[src/rtl/bus_initiator_if.sv]
//------------------------------------------------------------------------------
// bus_initiator_if : command, response and peripheral-bus signals of bus_initiator
// Revision: 1.0
//------------------------------------------------------------------------------
`default_nettype none

interface bus_initiator_if;
  logic        cmd_valid;
  logic        cmd_ready;
  logic        cmd_we;
  logic [31:0] cmd_addr;
  logic [31:0] cmd_wdata;
  logic [3:0]  cmd_wstrb;
  logic        rsp_valid;
  logic        rsp_ready;
  logic [31:0] rsp_rdata;
  logic        rsp_err;
  logic        bus_sel;
  logic        bus_we;
  logic [31:0] bus_addr;
  logic [31:0] bus_wdata;
  logic [3:0]  bus_wstrb;
  logic        bus_ready;
  logic [31:0] bus_rdata;

  modport master (
    input  cmd_valid, cmd_we, cmd_addr, cmd_wdata, cmd_wstrb,
    output cmd_ready,
    output rsp_valid, rsp_rdata, rsp_err,
    input  rsp_ready,
    output bus_sel, bus_we, bus_addr, bus_wdata, bus_wstrb,
    input  bus_ready, bus_rdata
  );

  modport slave (
    output cmd_valid, cmd_we, cmd_addr, cmd_wdata, cmd_wstrb,
    input  cmd_ready,
    input  rsp_valid, rsp_rdata, rsp_err,
    output rsp_ready,
    input  bus_sel, bus_we, bus_addr, bus_wdata, bus_wstrb,
    output bus_ready, bus_rdata
  );
endinterface

`default_nettype wire

[src/rtl/bus_initiator.sv]
//------------------------------------------------------------------------------
// bus_initiator : single-outstanding command-to-peripheral bridge with timeout
// Revision: 1.0
//------------------------------------------------------------------------------
`default_nettype none

module bus_initiator #(
  parameter int unsigned TIMEOUT_CYCLES = 255
) (
  input  logic             clk,
  input  logic             resetn,
  bus_initiator_if.master  bus
);

  typedef enum logic [1:0] {
    IDLE   = 2'd0,
    ACCESS = 2'd1,
    RESP   = 2'd2
  } state_t;

  // Wait-counter value at which the final allowed ACCESS cycle ends.
  localparam logic [7:0] c_timeout_last =
    (TIMEOUT_CYCLES == 0) ? 8'd0 : 8'(TIMEOUT_CYCLES - 1);

  state_t      state_q, state_d;
  logic [7:0]  wait_cnt_q, wait_cnt_d;
  logic        bus_we_q, bus_we_d;
  logic [31:0] bus_addr_q, bus_addr_d;
  logic [31:0] bus_wdata_q, bus_wdata_d;
  logic [3:0]  bus_wstrb_q, bus_wstrb_d;
  logic [31:0] rsp_rdata_q, rsp_rdata_d;
  logic        rsp_err_q, rsp_err_d;

  always_ff @(posedge clk or negedge resetn) begin
    if (!resetn) begin
      state_q     <= IDLE;
      wait_cnt_q  <= 8'd0;
      bus_we_q    <= 1'b0;
      bus_addr_q  <= 32'd0;
      bus_wdata_q <= 32'd0;
      bus_wstrb_q <= 4'd0;
      rsp_rdata_q <= 32'd0;
      rsp_err_q   <= 1'b0;
    end else begin
      state_q     <= state_d;
      wait_cnt_q  <= wait_cnt_d;
      bus_we_q    <= bus_we_d;
      bus_addr_q  <= bus_addr_d;
      bus_wdata_q <= bus_wdata_d;
      bus_wstrb_q <= bus_wstrb_d;
      rsp_rdata_q <= rsp_rdata_d;
      rsp_err_q   <= rsp_err_d;
    end
  end

  always_comb begin
    state_d     = state_q;
    wait_cnt_d  = wait_cnt_q;
    bus_we_d    = bus_we_q;
    bus_addr_d  = bus_addr_q;
    bus_wdata_d = bus_wdata_q;
    bus_wstrb_d = bus_wstrb_q;
    rsp_rdata_d = rsp_rdata_q;
    rsp_err_d   = rsp_err_q;
    case (state_q)
      IDLE: begin
        if (bus.cmd_valid) begin
          bus_we_d    = bus.cmd_we;
          bus_addr_d  = bus.cmd_addr;
          bus_wdata_d = bus.cmd_wdata;
          bus_wstrb_d = bus.cmd_wstrb;
          wait_cnt_d  = 8'd0;
          state_d     = ACCESS;
        end
      end
      ACCESS: begin
        // A ready on the timeout edge still counts as a normal completion.
        if (bus.bus_ready) begin
          rsp_rdata_d = bus_we_q ? 32'd0 : bus.bus_rdata;
          rsp_err_d   = 1'b0;
          state_d     = RESP;
        end else if ((TIMEOUT_CYCLES != 0) && (wait_cnt_q == c_timeout_last)) begin
          rsp_rdata_d = 32'd0;
          rsp_err_d   = 1'b1;
          state_d     = RESP;
        end else if (wait_cnt_q != 8'hFF) begin
          wait_cnt_d = wait_cnt_q + 8'd1;
        end
      end
      RESP: begin
        if (bus.rsp_ready) begin
          state_d = IDLE;
        end
      end
      default: state_d = IDLE;
    endcase
  end

  assign bus.cmd_ready = resetn && (state_q == IDLE);
  assign bus.bus_sel   = (state_q == ACCESS);
  assign bus.bus_we    = bus_we_q;
  assign bus.bus_addr  = bus_addr_q;
  assign bus.bus_wdata = bus_wdata_q;
  assign bus.bus_wstrb = bus_wstrb_q;
  assign bus.rsp_valid = (state_q == RESP);
  assign bus.rsp_rdata = rsp_rdata_q;
  assign bus.rsp_err   = rsp_err_q;

endmodule

`default_nettype wire

[src/flat_wrapper.sv]
// flat-port wrapper written by rule: the top's interface ports become plain ports
module bus_initiator_flat 
#(
  parameter int unsigned TIMEOUT_CYCLES = 255
)
  (clk, resetn, bus_cmd_valid, bus_cmd_we, bus_cmd_addr, bus_cmd_wdata, bus_cmd_wstrb, bus_cmd_ready, bus_rsp_valid, bus_rsp_rdata, bus_rsp_err, bus_rsp_ready, bus_bus_sel, bus_bus_we, bus_bus_addr, bus_bus_wdata, bus_bus_wstrb, bus_bus_ready, bus_bus_rdata);
  bus_initiator_if bus_i ();
  input  logic clk;
  input  logic resetn;
  input wire logic [$bits(bus_i.cmd_valid)-1:0] bus_cmd_valid;
  input wire logic [$bits(bus_i.cmd_we)-1:0] bus_cmd_we;
  input wire logic [$bits(bus_i.cmd_addr)-1:0] bus_cmd_addr;
  input wire logic [$bits(bus_i.cmd_wdata)-1:0] bus_cmd_wdata;
  input wire logic [$bits(bus_i.cmd_wstrb)-1:0] bus_cmd_wstrb;
  output wire logic [$bits(bus_i.cmd_ready)-1:0] bus_cmd_ready;
  output wire logic [$bits(bus_i.rsp_valid)-1:0] bus_rsp_valid;
  output wire logic [$bits(bus_i.rsp_rdata)-1:0] bus_rsp_rdata;
  output wire logic [$bits(bus_i.rsp_err)-1:0] bus_rsp_err;
  input wire logic [$bits(bus_i.rsp_ready)-1:0] bus_rsp_ready;
  output wire logic [$bits(bus_i.bus_sel)-1:0] bus_bus_sel;
  output wire logic [$bits(bus_i.bus_we)-1:0] bus_bus_we;
  output wire logic [$bits(bus_i.bus_addr)-1:0] bus_bus_addr;
  output wire logic [$bits(bus_i.bus_wdata)-1:0] bus_bus_wdata;
  output wire logic [$bits(bus_i.bus_wstrb)-1:0] bus_bus_wstrb;
  input wire logic [$bits(bus_i.bus_ready)-1:0] bus_bus_ready;
  input wire logic [$bits(bus_i.bus_rdata)-1:0] bus_bus_rdata;
  assign bus_i.cmd_valid = bus_cmd_valid;
  assign bus_i.cmd_we = bus_cmd_we;
  assign bus_i.cmd_addr = bus_cmd_addr;
  assign bus_i.cmd_wdata = bus_cmd_wdata;
  assign bus_i.cmd_wstrb = bus_cmd_wstrb;
  assign bus_cmd_ready = bus_i.cmd_ready;
  assign bus_rsp_valid = bus_i.rsp_valid;
  assign bus_rsp_rdata = bus_i.rsp_rdata;
  assign bus_rsp_err = bus_i.rsp_err;
  assign bus_i.rsp_ready = bus_rsp_ready;
  assign bus_bus_sel = bus_i.bus_sel;
  assign bus_bus_we = bus_i.bus_we;
  assign bus_bus_addr = bus_i.bus_addr;
  assign bus_bus_wdata = bus_i.bus_wdata;
  assign bus_bus_wstrb = bus_i.bus_wstrb;
  assign bus_i.bus_ready = bus_bus_ready;
  assign bus_i.bus_rdata = bus_bus_rdata;
  bus_initiator #(.TIMEOUT_CYCLES(TIMEOUT_CYCLES)) u_core (.clk(clk), .resetn(resetn), .bus(bus_i));
endmodule
[config.mk]
export PLATFORM = sky130hd
export DESIGN_NAME = bus_initiator_flat
export DESIGN_NICKNAME = d
export VERILOG_FILES = /design/src/rtl/bus_initiator_if.sv /design/src/rtl/bus_initiator.sv /design/src/flat_wrapper.sv
export SDC_FILE = /design/constraint.sdc
export NUM_CORES = 1
export LEC_CHECK = 0
export ABC_AREA = 1
export CORE_MARGIN = 3
export CORE_UTILIZATION = 39
export CTS_CLUSTER_DIAMETER = 200
export CTS_CLUSTER_SIZE = 30
export DETAILED_ROUTE_END_ITERATION = 16
export GPL_ROUTABILITY_DRIVEN = 0
export PLACE_DENSITY = 0.76
export SLEW_MARGIN = 20
export SYNTH_ARGS = -nofsm -noshare
export SYNTH_HDL_FRONTEND = slang
export SYNTH_SLANG_ARGS = --single-unit
[constraint.sdc]
create_clock -name clk -period 1.85 [get_ports clk]
set_input_delay 0.37 -clock clk [delete_from_list [all_inputs] [get_ports clk]]
set_output_delay 0.37 -clock clk [all_outputs]
set_load 0.03 [all_outputs]
# ---- Word level (Yosys, flattened, before mapping)
# Index checks and enable logic that the tools add are counted.
# Widths: inputs -> output; s select.
dict set report totals {
  reg_bits 112
  in_bits 106
  output_inout_bits 105
  wordCells 42
}
dict set report op_classes {
  addsub 1
  eq_ne 10
  muxes 15
  n_reduce_logical 8
}
# op n
set op_table {}
lappend op_table {{$mux 32} 3}
lappend op_table {{$mux 8} 4}
lappend op_table {{$pmux 8 s2} 1}
lappend op_table {{$add 8x1->8 const B} 1}
lappend op_table {{$eq 8x8->1 const B} 1}
lappend op_table {{$mux 2} 4}
lappend op_table {{$ne 8x8->1 const B} 1}
lappend op_table {{$ne 2x2->1 const B} 3}
lappend op_table {{$pmux 2 s3} 1}
lappend op_table {{$reduce_and 5->1} 1}
lappend op_table {{$ne 2x1->1 const B} 2}
lappend op_table {{$reduce_and 2->1} 2}
lappend op_table {{$reduce_bool 2->1} 2}
lappend op_table {{$ne 3x1->1 const B} 1}
lappend op_table {{$reduce_and 3->1} 1}
lappend op_table {{$eq 2x1->1 const B} 1}
lappend op_table {{$eq 2x2->1 const B} 1}
lappend op_table {{$logic_not 2->1} 1}
lappend op_table {{$mux 1} 2}
lappend op_table {{$logic_and 1x1->1} 1}

# ---- Depth between registers and ports, before layout
dict set report logic_depth {
  ltp_word 5
  depth_mapped 10
  mapped_depth_nobuf 9
}

# ---- Least setup slack after synthesis
# Ideal clock, no wire load.
dict set report synth_path {
  path_kind {reg-to-output}
  from {register u_core.state_q[0]}
  to {output port bus_cmd_ready}
  t_arrival_ns 1.176
  t_required_ns 1.480
  setup_slack_ns 0.304
  path_stages_with_launch 2
  n_path_buf 0
  path_cell_list {dfrtp_1 nor3b_1}
}
dict set report synth_between {
  elab_chain_cells 2
}
# element line_no
set synth_lines {}
lappend synth_lines {{from (decl)} bus_initiator.sv:25} ;# state_t state_q, state_d;
lappend synth_lines {{from (signal assigned)} bus_initiator.sv:45} ;# state_q <= state_d;
lappend synth_lines {{$logic_not 2->1} bus_initiator.sv:99} ;# assign bus.cmd_ready = resetn && (state_q == IDLE);
lappend synth_lines {{$logic_and 1x1->1} bus_initiator.sv:99}
lappend synth_lines {{to (decl)} flat_wrapper.sv:15} ;# output wire logic [$bits(bus_i.cmd_ready)-1:0] bus_cmd_ready;
# Every way passes these cells.

# ---- Worst setup path in the final report
dict set report layout_path {
  from {register u_core.rsp_rdata_q[19], in the netlist u_core.bus.rsp_rdata[19]}
  to {output port bus_rsp_rdata[19]}
}
# element line_no
set layout_rtl {}
lappend layout_rtl {{from (decl)} bus_initiator.sv:31} ;# logic [31:0] rsp_rdata_q, rsp_rdata_d;
lappend layout_rtl {{from (signal assigned)} bus_initiator.sv:51} ;# rsp_rdata_q <= rsp_rdata_d;
lappend layout_rtl {{to (decl)} flat_wrapper.sv:17} ;# output wire logic [$bits(bus_i.rsp_rdata)-1:0] bus_rsp_rdata;
# No word-level cell between the ends.

==> run summary <==
The worst setup path is of the reg -> out kind. The clock tree from TritonCTS is done. The distinct cell type count after synthesis came out at 27. The pre-antenna-repair detailed-routing pass consisted of 4 iterations. The count of filler cells inserted in the layout came out at 905. The worst hold path belongs to the class in -> async. The cell area after technology mapping is 0.00457 mm^2. The insertion delay to the later sink of the worst-skew pair is 0.34 ns.

Dividing the detail-routed via count by the number of cells gives 4.82. The net count after synthesis came out at 480. The final-report setup violation count came out at 0. The number of global-route vias before repair came out at 3602. The number of antenna violations at the first check in global routing came out at 1.

The number of vias after detailed routing came out at 3515. After synthesis, the mean cell area works out to 12.3 um^2. The area of the die came out at 0.0130 mm^2.

For this run, the post-layout net count is 693. The final HPWL from detailed placement came out at 8.92 mm. Timing would allow up to 569 MHz. The endpoint class of the critical path is an output pin. The signal on the critical path passes through clkdlybuf4s50_1. Broken down by cell family, the worst path's largest delay share belongs to buffers and inverters. Hold is met by 0.0884 ns. The count of maximum capacitance violations came out at 0. At the pin with the least slew margin, the transition time is 0.640 ns. The aggregate negative setup slack is 0 ns. The largest fanout on the critical path came out at 2.

The largest net degree at the start of global routing came out at 113. Sequential elements use 61.4% of the synthesized area. Counting cells, the worst reg-to-reg path comes to 7.

The hold buffer count at cts is 0. For this run, the slowest stage of the critical path takes 0.69 ns. CTS saw 112 sinks. Setup repair after global routing left no endpoint under its margin. The max-slew violation count came out at 0. The first-pass GRT wire length is 18.9 mm. The vertical extent of the die is 114 um.

The count of input and output buffers is 210. For this design the ratio of total power to cell area is 1780 mW/mm^2. The flow ran to the end, and the final reports show no timing, DRC or antenna violations.

The number of placement rows came out at 38. The starting DRC count in detailed routing came out at 144. In this run, CTS created clock tree buffers numbering 9.

In the global route stage, overall resource usage came out at 18.4%. Across the VDD grid, the largest voltage drop is 1030 uV. The post-detailed-route wirelength per cell came out at 16.3 um.

The worst-case clock buffer depth came out at 2. The worst setup path is launched from a register. The root buffer cell chosen for the clock tree is sky130_fd_sc_hd__clkbuf_16.

The worst path arrival time came out at 1.39 ns. The count of state elements after synthesis is 112. The x dimension of the die came out at 114 um. For the final database, setup skew stands at 0.00498 ns. The data required time of the critical path came out at 1.48 ns. The worst flop-to-flop path endpoint is u_core.wait_cnt_q[7]. The register-to-register setup slack came out at 0.25 ns. The number of routed nets with antenna violations is 0. The number of buffer and inverter instances along the worst setup path is 1. The clock-pin transition on the worst setup and hold timing paths is 0.07 ns. On the critical path, the stage with the largest delay is an instance of sky130_fd_sc_hd__clkdlybuf4s50_1. The critical path starts at u_core.bus.rsp_rdata[19]. The share of cells above drive strength 1 came out at 8.81%. In this run the count of I/O pins placed on the die edge is 211. The total inserted antenna cells is 0. The initial core utilization is 41.0%. In this run the number of cells on the critical path is 1. The timing endpoint of the critical path is bus_rsp_rdata[19]. The area growth from synthesis to layout came out at 55.6%. The analysis attributes to cell leakage a power of 3.14 nW. The total power came out at 12.6 mW.

The total of warnings raised by yosys came out at 0. The wire length after detailed routing came out at 11.9 mm. The post-route DRC violation count came out at 0. The startpoint of the most critical register-to-register path is u_core.wait_cnt_q[0].

The number of hold-slack violations in the final timing report is 0. The H-tree depth is 3. The final clock period utilization by the worst path is 95.0%. The leftover overflow at the end of global routing came out at 0.

The post-layout minimum cycle time came out at 1.76 ns. The worst max-slew margin expressed relative to the limit came out at 57.4%. The count of mapped cells out of synthesis is 372. The core box area came out at 0.0111 mm^2.
-- worst register-to-register path: stages (launching register included) --
cell                      delay (ns)
sky130_fd_sc_hd__dfrtp_1        0.42
sky130_fd_sc_hd__inv_1          0.12
sky130_fd_sc_hd__ha_1           0.16
sky130_fd_sc_hd__nand3_1        0.11
sky130_fd_sc_hd__nand2_1        0.10
sky130_fd_sc_hd__nand3_2        0.09
sky130_fd_sc_hd__nand2_2        0.32
sky130_fd_sc_hd__o21ai_0        0.16
-- layout by cell type, fill, tap and decap left out, drive strengths merged, types with 2 or more instances in the layout --
cell / n
or2: 2
inv: 8
dfrtp: 112
nand2: 94
o21ai: 10
clkdlybuf4s50: 206
nand3: 41
clkbuf: 14
buf: 12
ha: 2
mux2: 68
nor2: 10
-- sequential cells by signal, indices dropped and copies added, names as in the netlist --
name                  count
u_core.bus.rsp_rdata     32
u_core.wait_cnt_q         8
u_core.bus.bus_addr      32
u_core.bus.bus_we         1
u_core.bus.rsp_err        1
u_core.bus.bus_wdata     32
u_core.bus.bus_wstrb      4
u_core.state_q            2
-- stage by stage --
| stage | instances | setup slack (ns) | utilization (%) | instance area [um^2] |
|---|---|---|---|---|
| finish | 730 | 0.0931 | 63.9 | 7110 |
| CTS | 730 | 0.0539 | 63.9 | 7100 |
| floorplan | 372 | 0.304 | - | 4570 |
| detailed placement | 714 | 0.0780 | 61.2 | 6810 |
| global placement | 714 | 0.126 | 61.2 | 6810 |
| global route | 730 | 0.00765 | 63.9 | 7110 |
-- power by group --
group	internal (mW)	switching, mW
Combinational	2.82	3.78
Sequential	3.52	0.568
Clock	1.13	0.822
-- kinds of logic after synthesis --
logic type	share of synthesized area (%)
AND/OR/NAND/NOR	14.9
AO/OA/AOI/OAI	2.11
multiplexers	16.8
adder cells (fa/ha/maj)	0.548
buffers and inverters	4.11
flip-flops	61.4
XOR/XNOR	0.192
-- repair_timing --
item	in CTS	in global routing
resized for setup	2	1
endpoints found under the setup margin	2	1
setup buffers	0	0
cloned	0	0
-- synth_stat cells --
library cell / n / area share [%]
sky130_fd_sc_hd__dfrtp_1: 112 / 61
sky130_fd_sc_hd__nand2_1: 83 / 6.8
sky130_fd_sc_hd__mux2_1: 67 / 17
sky130_fd_sc_hd__nand3_1: 40 / 4.4
sky130_fd_sc_hd__buf_6: 11 / 2.7
sky130_fd_sc_hd__nand2_2: 9 / 1.2
sky130_fd_sc_hd__nor2_1: 7 / 0.58
sky130_fd_sc_hd__o21ai_2: 7 / 1.3
sky130_fd_sc_hd__inv_1: 6 / 0.49
sky130_fd_sc_hd__buf_2: 3 / 0.33
sky130_fd_sc_hd__clkbuf_1: 3 / 0.25
sky130_fd_sc_hd__nor2_2: 3 / 0.41
sky130_fd_sc_hd__o21ai_0: 3 / 0.33
sky130_fd_sc_hd__ha_1: 2 / 0.55
sky130_fd_sc_hd__inv_2: 2 / 0.16
sky130_fd_sc_hd__nand2_4: 2 / 0.49
sky130_fd_sc_hd__or2_2: 2 / 0.27
sky130_fd_sc_hd__a21oi_1: 1 / 0.11
sky130_fd_sc_hd__buf_4: 1 / 0.16
sky130_fd_sc_hd__mux2_2: 1 / 0.25
sky130_fd_sc_hd__nand3_2: 1 / 0.22
sky130_fd_sc_hd__nand3b_1: 1 / 0.16
sky130_fd_sc_hd__nand4_1: 1 / 0.14
sky130_fd_sc_hd__nor3b_1: 1 / 0.16
sky130_fd_sc_hd__o21bai_1: 1 / 0.16
sky130_fd_sc_hd__o31ai_1: 1 / 0.16
sky130_fd_sc_hd__xnor2_1: 1 / 0.19
-- routing by layer --
metal	routed length [um]	GRT usage, %	vias to the layer above
met1	4800	22.9	1725
met5	17	0	-
met3	734	3.59	17
met2	6140	32.0	112
met4	204	6.18	2
li1	-	-	1659
-- worst min-delay path by stage --
stage                                   from                        to  slack [ns]  depth (start not counted)
finish                                resetn   u_core.bus.bus_wdata[5]        0.09                          2
global route                          resetn    u_core.bus.bus_addr[3]        0.17                          2
CTS                                   resetn   u_core.bus.bus_wdata[2]        0.17                          2
detailed placement  u_core.bus.rsp_rdata[31]  u_core.bus.rsp_rdata[31]        0.46                          2
global placement    u_core.bus.rsp_rdata[19]  u_core.bus.rsp_rdata[19]        0.45                          2
floorplan                             resetn    u_core.bus.bus_addr[0]        0.07                          0
-- layout make-up --
| class | count | area, um^2 | area share [%] |
|---|---|---|---|
| clock buffer | 14 | 264 | 3.72 |
| clock inverter | 2 | 37.5 | 0.528 |
| inverter | 8 | 30.0 | 0.423 |
| multi-input combinational | 234 | 1580 | 22.2 |
| sequential | 112 | 2800 | 39.4 |
| tap | 140 | 175 | 2.47 |
| timing repair buffer | 220 | 2220 | 31.3 |
No activity file was read; power rests on OpenSTA's default activity.
